## config.mk

```make
export PLATFORM = sky130hd
export DESIGN_NAME = ped_crossing_ctrl
export DESIGN_NICKNAME = d
export VERILOG_FILES = /design/src/rtl/ped_crossing_ctrl.sv
export SDC_FILE = /design/constraint.sdc
export NUM_CORES = 1
export LEC_CHECK = 0
export CAP_MARGIN = 15
export CORE_MARGIN = 5
export CORE_UTILIZATION = 50
export DETAILED_ROUTE_END_ITERATION = 6
export DONT_BUFFER_PORTS = 1
export HOLD_SLACK_MARGIN = 0.03
export MAX_ROUTING_LAYER = met4
export SYNTH_ARGS = -nofsm -noshare
export SYNTH_HDL_FRONTEND = slang
export SYNTH_SLANG_ARGS = --single-unit
```

## constraint.sdc

```tcl
create_clock -name clk -period 3.9 [get_ports clk]
set_input_delay 0.39 -clock clk [delete_from_list [all_inputs] [get_ports clk]]
set_output_delay 0.39 -clock clk [all_outputs]
set_load 0.005 [all_outputs]
```

## src/rtl/ped_crossing_ctrl.sv

```systemverilog
// Pedestrian-crossing light controller: timed car/ped phases, latched walk
// request with minimum car green, and a flashing night mode.
module ped_crossing_ctrl #(
  parameter int CNT_W      = 8,
  parameter int GREEN_MIN  = 10,
  parameter int YELLOW_T   = 3,
  parameter int ALL_RED_T  = 2,
  parameter int WALK_T     = 8,
  parameter int CLEAR_T    = 6,
  parameter int FLASH_HALF = 2
) (
  input  logic       clk,
  input  logic       reset,
  input  logic       button,
  input  logic       night,
  output logic [2:0] car_lights,
  output logic [1:0] ped_lights,
  output logic [2:0] state_o,
  output logic       req_pending
);

  typedef enum logic [2:0] {
    CAR_GREEN  = 3'd0,
    CAR_YELLOW = 3'd1,
    ALL_RED    = 3'd2,
    PED_WALK   = 3'd3,
    PED_CLEAR  = 3'd4,
    NIGHT      = 3'd5
  } state_t;

  localparam int FLASH_W = CNT_W + 1;
  localparam logic [CNT_W-1:0]   GREEN_LAST  = CNT_W'(GREEN_MIN - 1);
  localparam logic [CNT_W-1:0]   YELLOW_LAST = CNT_W'(YELLOW_T - 1);
  localparam logic [CNT_W-1:0]   RED_LAST    = CNT_W'(ALL_RED_T - 1);
  localparam logic [CNT_W-1:0]   WALK_LAST   = CNT_W'(WALK_T - 1);
  localparam logic [CNT_W-1:0]   CLEAR_LAST  = CNT_W'(CLEAR_T - 1);
  localparam logic [FLASH_W-1:0] FLASH_LAST  = FLASH_W'(2 * FLASH_HALF - 1);
  localparam logic [FLASH_W-1:0] FLASH_ON_LT = FLASH_W'(FLASH_HALF);

  state_t             state_r, state_nx_s;
  logic [CNT_W-1:0]   cnt_r, cnt_nx_s, cnt_lim_s;
  logic [FLASH_W-1:0] flash_r, flash_nx_s;
  logic               req_r, req_nx_s;
  logic               change_s, flash_on_s;

  // Next-state selection and per-state saturation limit of the phase counter.
  always_comb begin
    state_nx_s = state_r;
    cnt_lim_s  = {CNT_W{1'b0}};
    case (state_r)
      CAR_GREEN: begin
        cnt_lim_s = GREEN_LAST;
        if ((cnt_r == GREEN_LAST) && (req_r || night)) state_nx_s = CAR_YELLOW;
        else state_nx_s = CAR_GREEN;
      end
      CAR_YELLOW: begin
        cnt_lim_s = YELLOW_LAST;
        if (cnt_r == YELLOW_LAST) state_nx_s = ALL_RED;
        else state_nx_s = CAR_YELLOW;
      end
      ALL_RED: begin
        cnt_lim_s = RED_LAST;
        if (cnt_r != RED_LAST) state_nx_s = ALL_RED;
        else if (night)        state_nx_s = NIGHT;
        else if (req_r)        state_nx_s = PED_WALK;
        else                   state_nx_s = CAR_GREEN;
      end
      PED_WALK: begin
        cnt_lim_s = WALK_LAST;
        if (cnt_r == WALK_LAST) state_nx_s = PED_CLEAR;
        else state_nx_s = PED_WALK;
      end
      PED_CLEAR: begin
        cnt_lim_s = CLEAR_LAST;
        if (cnt_r == CLEAR_LAST) state_nx_s = CAR_GREEN;
        else state_nx_s = PED_CLEAR;
      end
      NIGHT: begin
        cnt_lim_s = {CNT_W{1'b0}};
        if (night) state_nx_s = NIGHT;
        else state_nx_s = ALL_RED;
      end
      default: begin
        cnt_lim_s  = {CNT_W{1'b0}};
        state_nx_s = CAR_GREEN;
      end
    endcase
  end

  // Counters restart on every state change; a press made on the edge that
  // enters PED_WALK is cleared together with the served request.
  always_comb begin
    change_s   = (state_nx_s != state_r);
    cnt_nx_s   = cnt_r;
    flash_nx_s = flash_r;
    req_nx_s   = req_r;
    if (change_s) begin
      cnt_nx_s   = {CNT_W{1'b0}};
      flash_nx_s = {FLASH_W{1'b0}};
    end else begin
      if (cnt_r == cnt_lim_s) cnt_nx_s = cnt_r;
      else cnt_nx_s = cnt_r + 1'b1;
      if (flash_r == FLASH_LAST) flash_nx_s = {FLASH_W{1'b0}};
      else flash_nx_s = flash_r + 1'b1;
    end
    if (change_s && ((state_nx_s == PED_WALK) || (state_nx_s == NIGHT)))
      req_nx_s = 1'b0;
    else if (button && ((state_r == CAR_GREEN) || (state_r == CAR_YELLOW) ||
                        (state_r == ALL_RED)))
      req_nx_s = 1'b1;
    else
      req_nx_s = req_r;
  end

  // State, phase, flash and request registers.
  always_ff @(posedge clk) begin
    if (reset) begin
      state_r <= CAR_GREEN;
      cnt_r   <= {CNT_W{1'b0}};
      flash_r <= {FLASH_W{1'b0}};
      req_r   <= 1'b0;
    end else begin
      state_r <= state_nx_s;
      cnt_r   <= cnt_nx_s;
      flash_r <= flash_nx_s;
      req_r   <= req_nx_s;
    end
  end

  // Lamp decode; unknown codes show all-red for the single cycle they exist.
  always_comb begin
    flash_on_s = (flash_r < FLASH_ON_LT);
    car_lights = 3'b100;
    ped_lights = 2'b01;
    case (state_r)
      CAR_GREEN:  begin car_lights = 3'b001; ped_lights = 2'b01; end
      CAR_YELLOW: begin car_lights = 3'b010; ped_lights = 2'b01; end
      ALL_RED:    begin car_lights = 3'b100; ped_lights = 2'b01; end
      PED_WALK:   begin car_lights = 3'b100; ped_lights = 2'b10; end
      PED_CLEAR:  begin car_lights = 3'b100; ped_lights = {1'b0, flash_on_s}; end
      NIGHT:      begin car_lights = {1'b0, flash_on_s, 1'b0}; ped_lights = 2'b00; end
      default:    begin car_lights = 3'b100; ped_lights = 2'b01; end
    endcase
  end

  assign state_o     = state_r;
  assign req_pending = req_r;

endmodule

```

; ---- Yosys cells after proc, flatten, opt, wreduce, memory -nomap -nowiden
; Cells that the tools add are included.
[op_classes]
add_sub_neg = 2
n_lt_le_gt_ge = 1
eq_ne = 15
n_mux = 12
n_reduce_logical = 11
[ops]
columns = operator, n
row1 = case mux 4 bit (5 select lines), 1
row2 = case mux 3 bit (6 select lines), 1
row3 = == test 8 x 3 -> 1 bit (second input constant), 2
row4 = 2-to-1 mux 3 bit, 5
row5 = adder 9 x 1 -> 9 bit (second input constant), 1
row6 = == test 3 x 2 -> 1 bit (second input constant), 3
row7 = == test 3 bit (second input constant), 3
row8 = == test 9 x 2 -> 1 bit (second input constant), 1
row9 = < comparator 9 x 2 -> 1 bit (second input constant), 1
row10 = case mux 3 bit (3 select lines), 1
row11 = adder 8 x 1 -> 8 bit (second input constant), 1
row12 = == test 8 x 2 -> 1 bit (second input constant), 1
row13 = == test 8 x 4 -> 1 bit (second input constant), 1
row14 = == test 8 bit, 1
row15 = != test 8 x 1 -> 1 bit (second input constant), 1
row16 = case mux 2 bit (3 select lines), 1
row17 = logical OR 1 bit, 4
row18 = 2-to-1 mux 2 bit, 2
row19 = OR reduction 2 bit, 2
row20 = == test 3 x 1 -> 1 bit (second input constant), 1
row21 = logical AND 1 bit, 3
row22 = logical NOT 3 bit, 1
row23 = != test 3 bit, 1
row24 = OR reduction 3 bit, 1
row25 = 2-to-1 mux 1 bit, 1
[word_totals]
regBits = 21
in_bits = 4
output_inout_bits = 9
word_cells = 45

; ---- Logic depth before layout (Yosys ltp)
; Gate-level depths: netlist (run 1).
[logic_depth]
depth_word = 8
mapped_depth = 8
mapped_depth_nobuf = 7

; ---- Worst setup path after synthesis (run 1)
; No wires, ideal clock.
[synth_timing]
kind = flip-flop to flip-flop
start = register cnt_r[1]
end = register flash_r[3]
setup_time_ns = 0.115
arrival_ns = 1.759
required_time_ns = 3.785
path_slack_ns = 2.026
path_stages_with_launch = 9
path_buffers = 1
synth_period_minus_slack_ns = 1.874
path_cell_list = dfxtp_1 -> inv_1 -> ha_1 -> or3b_1 -> nor3_1 -> a31oi_1 -> nand4_4 -> buf_12 -> nor2_2
[synth_between]
elab_chain_len = 6
word_cells_on_any_way = 14
classes_between = eq/ne: 6 / mux: 6 / reduce/logical: 2
[synth_lines]
columns = item, line_no
row1 = start: declaration, 41  ; logic [CNT_W-1:0] cnt_r, cnt_nx_s, cnt_lim_s;
row2 = start signal: assignment, 119  ; cnt_r <= {CNT_W{1'b0}};
row3 = start signal: assignment, 124  ; cnt_r <= cnt_nx_s;
row4 = == test 8 x 4 -> 1 bit, 53  ; if ((cnt_r == GREEN_LAST) && (req_r || night)) state_nx_s = CAR_YELLOW;
row5 = logical AND 1 bit, 53
row6 = 2-to-1 mux 1 bit, 53
row7 = case mux 3 bit (6 select lines) (*), 50  ; case (state_r)
row8 = != test 3 bit (*), 93  ; change_s = (state_nx_s != state_r);
row9 = OR reduction 3 bit (no line) (*), n/a
row10 = end signal: assignment, 120  ; flash_r <= {FLASH_W{1'b0}};
row11 = end signal: assignment, 125  ; flash_r <= flash_nx_s;
row12 = end: declaration, 42  ; logic [FLASH_W-1:0] flash_r, flash_nx_s;
; Mark *: on every way between the ends. The rest lies on a longest branch, timed or not.
; A chain may end at the register's enable or synchronous reset.

; ---- Worst setup path after layout (run 1)
[layout_timing]
start = register state_r[2], in the netlist state_o[2]
end = register cnt_r[2]
[layout_between]
elab_chain_len = 4
word_cells_on_any_way = 11
classes_between = eq/ne: 7 / mux: 2 / reduce/logical: 2
[layout_lines]
columns = item, line_no
row1 = start: declaration, 40  ; state_t state_r, state_nx_s;
row2 = start signal: assignment, 123  ; state_r <= state_nx_s;
row3 = "== test 3 bit, or another cell as far along", 50
row4 = case mux 3 bit (6 select lines), 50
row5 = != test 3 bit, 93
row6 = OR reduction 2 bit (no line), n/a
; Parallel ways exist; a longest one is shown, timed or not.

==> flow_summary.yaml, run 1 <==
pwr:
  power_leakage_nw: 0.4833
  p_per_area_nw_per_um2: 271.4
  ir_drop_v: 0.0001725
die:
  die_area_um2: 3979
  die_x_um: 63.08
  die_y_um: 63.08
  start_util: 0.5153
  num_rows: 19
  io_pins: 13
  core_area_um2: 2734
timing:
  worst_slew_pin_slew_ns: 0.7417
  setup_ws_ns: 1.584
  rsz0062_at_grt: "no"
  period_share: 0.5940
  hold_ws_ns: 0.1252
  slew_violations: 0
  fmax_ghz: 0.4317
  fin_crit_ns: 2.316
  setup_viol: 0
  max_slew_margin: 0.5049
  final-hold-violation-count: 0
  tns_ns: 0
  fin_skew_ns: 0.006877
finish:
  fin_cells: 186
  drive_above_1_share: 0.1806
  diodes: 0
  finalInstanceArea_um2: 1395
  nNetsFinal: 164
  syn_to_final_growth_pct: -0.9768
  fillers: 271
setup_path:
  worstRegToRegCells: 5
  critPathLaunchType: "flop"
  end_kind: "flop"
  r2r-start: "state_o[2]"
  arrival_ns: 2.55
  critical_path.endpoint: "cnt_r[2]"
  cp.required_ns: 4.14
  slowest_delay_ns: 0.82
  worstSetupPathType: "flop to flop"
  r2r_slack_ns: 1.58
  cp_max_fo: 20
  startpoint: "state_o[2]"
  cpMaxStageDelayCell: "dfxtp_1"
  path_cells: "inv_1, o32a_1, o221ai_2, nand4_4, nor4_2"
  rr_endpoint: "cnt_r[2]"
logic_synthesis:
  synthArstFlopShare: 0
  post-synth-top-area-fraction: 0.2984
  synthTopCellsByArea: "dfxtp_1 (30%), xor2_1 (5.6%), nor2_2 (4.4%)"
  netlist_instances: 160
  synth.avg_cell_area_um2: 8.805
  dominantRegCellSynth: "dfxtp_1"
  yosys_register_bits: 21
  ys_types: 54
  synth_seq_area_share: 0.2984
  syn-cell-area_um2: 1409
  yosysTopAreaCell: "dfxtp_1"
  yosysWarningCount: 0
  synth_edf_count: 0
  syn_nets: 168
cts:
  hold_buffers: 0
  clock_sinks: 21
  numCtsBuffers: 3
  cts_resized: 0
  cts.clk_slew.worst_paths_ns: 0.13
  postCtsSetupBuffers: 0
  htreeDepth: 1
  root_buffer: "clkbuf_4"
  cts_buffer_depth: 2
  cts_tree: "built"
  clock_latency_ns: 0.31
route:
  final_antenna_net_count: 0
  drtPass1Iterations: 4
  first_iter_violations: 151
  via_per_inst: 6.075
  wl_per_cell_um: 15.89
  vias: 1130
  drc_errors: 0
  wirelength_um: 2955
global_route:
  grt_pass1_vias: 1068
  grt_use_total: 0.1607
  antenna_found_initial: 0
  overflow: 0
  grt_pass1_wl_um: 5175
  grt_max_degree: 21
placed_design:
  io_buffer_count: 0
  pre_cts_ws_ns: 1.603
  placement.cell_area_um2: 1368
  dp_cells: 182
  routabilityCongestion: 0.8157
  hpwl_um: 2164
outcome:
  outcome: "complete, no violations"
worst_hold_path:
  hold_class: "input port to flop"
flow_run:
  drv_cap: 0
## registers in the layout, summed over array words and instances (netlist names)
register and cells:
req_pending 1, cnt_r 8, flash_r 9, state_o 3
## critical path: cells and delay by family, from the launching register on
family	cells	cell delay (ns)
buffers and inverters	1	0.23
DFF	1	0.82
AOI/OAI and AO/OA	2	0.47
and+or+nand+nor	2	0.71
## per-stage QoR
stage | util | total power (W)
after floorplan | - | 0.0002684
after global placement | 0.5002 | 0.0002747
after detailed placement | 0.5002 | 0.0002750
after CTS | 0.5103 | 0.0003812
after global routing | 0.5103 | 0.0003997
final | 0.5103 | 0.0003787
## cell usage after synthesis, types with 2 or more instances
| library cell | count |
|---|---|
| or3b_1 | 2 |
| nand3_1 | 8 |
| dfxtp_1 | 21 |
| a31oi_1 | 4 |
| a211oi_1 | 3 |
| nor3_1 | 7 |
| o21ai_0 | 3 |
| and3_1 | 7 |
| buf_4 | 3 |
| inv_1 | 5 |
| nor4_2 | 2 |
| xor2_1 | 9 |
| xnor2_1 | 2 |
| ha_1 | 4 |
| mux2_2 | 2 |
| nand2_1 | 9 |
| nand2b_1 | 4 |
| and3b_1 | 2 |
| a21oi_1 | 4 |
| nor4_1 | 2 |
| nor2_2 | 10 |
| nor2_1 | 15 |
## final cells by class
type | count | area [um^2] | share of cell area
clock inverter | 1 | 5.005 | 0.003587
multi-input combinational | 125 | 889.6 | 0.6377
clock buffer | 3 | 22.52 | 0.01614
inverter | 5 | 18.77 | 0.01345
sequential | 21 | 420.4 | 0.3013
tap | 31 | 38.79 | 0.02780
## report_power, final
| part | switching, W | total [W] | internal, W |
|---|---|---|---|
| registers | 0.00000958 | 0.000231 | 0.000221 |
| logic | 0.0000217 | 0.0000393 | 0.0000176 |
| clock network | 0.0000700 | 0.000108 | 0.0000383 |
## layer usage
| metal | track usage | routed length (um) |
|---|---|---|
| met4 | 0.05040 | 27 |
| met5 | - | 0 |
| met2 | 0.2295 | 1320 |
| met1 | 0.2200 | 1455 |
| met3 | 0.04263 | 151 |
## placed cells by master, fill, tap and decap left out, types with 2 or more instances in the layout
master / netlist / routed
nor4_2: 2 / 2
and3_1: 7 / 7
o21ai_0: 3 / 3
nor4_1: 2 / 2
clkbuf_4: 0 / 3
dfxtp_1: 21 / 21
nor2_1: 15 / 15
nand2_1: 9 / 9
nand2b_1: 4 / 4
a31oi_1: 4 / 4
and3b_1: 2 / 2
or3b_1: 2 / 2
xor2_1: 9 / 9
xnor2_1: 2 / 2
a211oi_1: 3 / 3
nor2_2: 10 / 10
inv_1: 5 / 5
a21oi_1: 4 / 4
ha_1: 4 / 4
mux2_2: 2 / 2
nand3_1: 8 / 8
nor3_1: 7 / 7
## logic make-up (layout without fill, tap and decap cells)
family / count (synthesis) / in the layout / synth area share
xor gates and xnor gates: 11 / 11 / 0.06839
muxes: 2 / 2 / 0.01598
and+or+nand+nor: 80 / 80 / 0.3393
DFF: 21 / 21 / 0.2984
adders and majority gates: 4 / 4 / 0.03553
buffers and inverters: 14 / 9 / 0.07015
AOI/OAI and AO/OA: 28 / 28 / 0.1723
## worst min path at each step
stage	endpoint	from	depth (start not counted)	slack [ns]
after floorplan	flash_r[0]	flash_r[0]	1	0.42
after global placement	flash_r[0]	flash_r[0]	1	0.45
after detailed placement	flash_r[0]	flash_r[0]	1	0.46
after CTS	state_o[2]	reset	1	0.12
after global routing	req_pending	reset	1	0.10
final	state_o[2]	reset	1	0.13
(Power assumes the default switching activity.)
==> inputs of run 2 (changes only) <==
Settings changed: PLACE_DENSITY set to 0.68.
Clock period 3.9 ns to 2 ns, I/O delays scaled along.
==> flow_summary.yaml, run 2 (synthesis results as in run 1) <==
die:
  num_rows: 19
  die_x_um: 63.08
  start_util: 0.5153
  die_area_um2: 3979
  core_area_um2: 2734
  io_pins: 13
  die_y_um: 63.08
placed_design:
  hpwl_um: 2386
  routabilityCongestion: 0.8704
  dp_cells: 196
  io_buffer_count: 0
timing:
  fin_skew_ns: 0.003486
  worst_slew_pin_slew_ns: 0.4469
  tns_ns: 0
  fin_crit_ns: 1.935
  final-hold-violation-count: 0
  rsz0062_at_grt: "yes"
  fmax_ghz: 0.5169
  setup_viol: 0
  slew_violations: 0
  max_slew_margin: 0.7017
  period_share: 0.9673
setup_path:
  end_kind: "flop"
  cp.required_ns: 2.21
  path_buf_inv: 1
  r2r_slack_ns: 0.07
  path_cells: "or4_4, o311ai_4, nand3b_1, nand4_4, buf_4, nor2_2"
  worstSetupPathType: "flop to flop"
  cp_max_fo: 8
  critPathLaunchType: "flop"
  cpMaxStageDelayCell: "or4_4"
  arrival_ns: 2.14
  crit_family: "simple AND/OR/NAND/NOR gates"
  slowest_delay_ns: 0.60
finish:
  syn_to_final_growth_pct: 9.947
  fillers: 262
  final_cell_mix: "dfxtp_1 (20), nor2_1 (15), buf_4 (12), nor2_2 (10)"
  final_core_util: 0.5666
  layout_commonest_cell: "dfxtp_1"
  diodes: 0
  multiInputGateArea_um2: 910.9
  largest_reg_flops: 9
  drive_above_1_share: 0.2765
  largest-register: "flash_r"
  final-seq-area_um2: 421.7
  nNetsFinal: 179
  fin_cells: 201
outcome:
  outcome: "complete, no violations"
flow_run:
  drv_cap: 0
route:
  first_iter_violations: 170
  via_per_inst: 5.970
  vias: 1200
  final_antenna_net_count: 0
  wl_per_cell_um: 15.55
  wirelength_um: 3126
  drtPass1Iterations: 4
  drc_errors: 0
global_route:
  grt_pass1_wl_um: 5526
  grt_max_degree: 18
  grt_use_total: 0.1734
  antenna_found_initial: 0
  grt_pass1_vias: 1209
  overflow: 0
pwr:
  power_leakage_nw: 0.5680
  p_per_area_nw_per_um2: 489.0
  p_total_w: 0.0007574
  ir_drop_v: 0.0003537
worst_hold_path:
  hold_class: "input port to flop"
cts:
  cts.clk_slew.worst_paths_ns: 0.12
  clock_sinks: 21
  htreeDepth: 1
  postCtsSetupBuffers: 0
  numCtsBuffers: 3
  cts_tree: "built"
  clock_latency_ns: 0.30
  cts_buffer_depth: 2
  root_buffer: "clkbuf_4"
==> run 2: cell types whose count changed in the layout (fill, tap and decap cells not counted), sizes merged <==
cell         delta
dlygate4sd3     +1
buf            +14
==> run 2: timing repair <==
item,4_1_cts,5_1_grt
hold buffers,1,0
setup endpoints to repair,0,14
endpoints found under the hold margin,4,0
resized for setup,0,6
==> run 2: cell type report <==
type / instances / share of cell area
Sequential cell: 21 / 0.2722
Tap cell: 31 / 0.02504
Timing Repair Buffer: 15 / 0.08481
Multi-Input combinational cell: 125 / 0.5880
Clock buffer: 3 / 0.01454
Inverter: 5 / 0.01212
Clock inverter: 1 / 0.003231
==> run 2: worst register-to-register path, stage by stage, from the launching register on <==
cell and delay (ns):
dfxtp_1 0.36, or4_4 0.60, o311ai_4 0.30, nand3b_1 0.17, nand4_4 0.19, buf_4 0.18
nor2_2 0.05
==> run 2: power by group <==
part	internal [W]	switching, W	total (W)
registers	0.000432	0.0000135	0.000446
logic	0.0000530	0.0000544	0.000107
clock network	0.0000744	0.000130	0.000204
==> run 2: through the flow <==
| stage | hold WS (ns) | instance area (um^2) | setup WS (ns) |
|---|---|---|---|
| 2_1_floorplan | 0.2691 | 1409 | 0.1256 |
| 5_1_grt | 0.1261 | 1549 | -0.008379 |
| 4_1_cts | 0.1450 | 1523 | 0.04882 |
| 3_3_place_gp | 0.2738 | 1485 | 0.1086 |
| 6_report | 0.1505 | 1549 | 0.06541 |
| 3_5_place_dp | 0.2736 | 1485 | 0.06551 |
==> run 2: worst paths after layout <==
path         startpoint           to  depth (start not counted)
min              button  req_pending                          2
max            cnt_r[7]     cnt_r[6]                          6
max reg2reg    cnt_r[7]     cnt_r[6]                          6
min reg2reg  flash_r[0]   flash_r[0]                          1
==> run 2: layer usage <==
layer	routed length, um	part of all wire	global-route usage	vias to the layer above
met4	20	0.0064	0.03979	0
met3	171	0.055	0.03552	2
met2	1578	0.50	0.2962	36
met5	0	0	-	-
li1	-	-	-	599
met1	1355	0.43	0.2087	563
==> inputs of run 3 (changes only) <==
Settings changed: GPL_TIMING_DRIVEN set to 1, RECOVER_POWER set to 50.
==> flow_summary.yaml, run 3 (synthesis results as in run 1) <==
finish:
  layout_commonest_cell: "dfxtp_1"
  final_core_util: 0.5666
  diodes: 0
  drive_above_1_share: 0.2765
  syn_to_final_growth_pct: 9.947
  fillers: 262
  largest_reg_flops: 9
  nNetsFinal: 179
  largest-register: "flash_r"
  fin_cells: 201
  final_cell_mix: "dfxtp_1 (20), nor2_1 (15), buf_4 (12), nor2_2 (10)"
cts:
  clock_sinks: 21
  postCtsSetupBuffers: 0
  cts_tree: "built"
  clock_latency_ns: 0.30
  numCtsBuffers: 3
  root_buffer: "clkbuf_4"
  htreeDepth: 1
  cts.clk_slew.worst_paths_ns: 0.12
  cts_buffer_depth: 2
pwr:
  p_total_w: 0.0007572
  power_leakage_nw: 0.5669
  p_per_area_nw_per_um2: 488.9
  ir_drop_v: 0.0003537
global_route:
  use_met3: 0.03552
  grt_use_total: 0.1734
  grt.met2_usage: 0.2962
  grt_max_degree: 18
  grt_pass1_vias: 1209
  overflow: 0
  busiest_layer: "met2"
  use_met1: 0.2087
  antenna_found_initial: 0
  grt_pass1_wl_um: 5526
route:
  wl_per_cell_um: 15.55
  first_iter_violations: 159
  wirelength_um: 3126
  vias: 1199
  via_per_inst: 5.965
  drtPass1Iterations: 4
  final_antenna_net_count: 0
  drc_errors: 0
timing:
  max_slew_margin: 0.7026
  fmax_ghz: 0.5170
  fin_crit_ns: 1.934
  worst_slew_pin_slew_ns: 0.4455
  rsz0062_at_grt: "yes"
  tns_ns: 0
  setup_viol: 0
  period_share: 0.9671
  final-hold-violation-count: 0
  hold_ws_ns: 0.1511
  fin_skew_ns: 0.003152
  slew_violations: 0
die:
  die_area_um2: 3979
  num_rows: 19
  core_area_um2: 2734
  die_x_um: 63.08
  io_pins: 13
  start_util: 0.5153
  die_y_um: 63.08
setup_path:
  cp_max_fo: 8
  cpMaxStageDelayCell: "or4_4"
  critPathLaunchType: "flop"
  crit_family: "simple AND/OR/NAND/NOR gates"
  end_kind: "flop"
  arrival_ns: 2.14
  worstSetupPathType: "flop to flop"
  path_buf_inv: 1
  cp.required_ns: 2.21
  slowest_delay_ns: 0.60
  path_cells: "or4_4, o311ai_4, nand3b_1, nand4_4, buf_4, nor2_2"
placed_design:
  hpwl_um: 2386
  io_buffer_count: 0
  dp_cells: 196
  routabilityCongestion: 0.8704
worst_hold_path:
  hold_class: "input port to flop"
outcome:
  outcome: "complete, no violations"
flow_run:
  drv_cap: 0
-- run 3: cell counts in the layout (fill, tap and decap cells not counted) --
No cell type changed its count.
-- run 3: area by class of cell --
class	count	area [um^2]	area share
sequential	21	421.7	0.2722
tap	31	38.79	0.02504
multi-input combinational	125	910.9	0.5880
timing repair buffer	15	131.4	0.08481
clock inverter	1	5.005	0.003231
clock buffer	3	22.52	0.01454
inverter	5	18.77	0.01212
-- run 3: where the power goes --
group          internal [W]  total (W)  switching, W
Sequential         0.000432   0.000446     0.0000135
Combinational     0.0000530   0.000107     0.0000545
Clock             0.0000744   0.000204      0.000130
-- run 3: layer usage --
layer	vias to the layer above	routed length, um	part of all wire
met5	-	0	0
met4	0	20	0.0064
li1	598	-	-
met1	561	1363	0.44
met2	38	1564	0.50
met3	2	177	0.057
-- run 3: metrics by stage --
stage                     setup WS (ns)  cell area (um^2)
final                           0.06574              1549
after CTS                       0.04882              1523
after detailed placement        0.06551              1485
after global routing          -0.008379              1549
after global placement           0.1086              1485
after floorplan                  0.1256              1409
-- run 3: path summary, 6_finish.rpt --
check	from	to	slack [ns]	cells past startpoint
worst min-delay path	button	req_pending	0.15	2
worst min register to register	flash_r[0]	flash_r[0]	0.47	1
worst max-delay path	cnt_r[7]	cnt_r[6]	0.07	6
worst max register to register	cnt_r[7]	cnt_r[6]	0.07	6
-- run 3: worst reg2reg max path, stage by stage, from the launching register on --
cell and delay, ns:
dfxtp_1 0.36, or4_4 0.60, o311ai_4 0.30, nand3b_1 0.17, nand4_4 0.19, buf_4 0.18, nor2_2 0.05
-- run 3: timing repair --
item | 4_1_cts | 5_1_grt
hold buffers | 1 | 0
gates resized for setup | 0 | 6
endpoints found under the setup margin | 0 | 14
endpoints found under the hold margin | 4 | 0
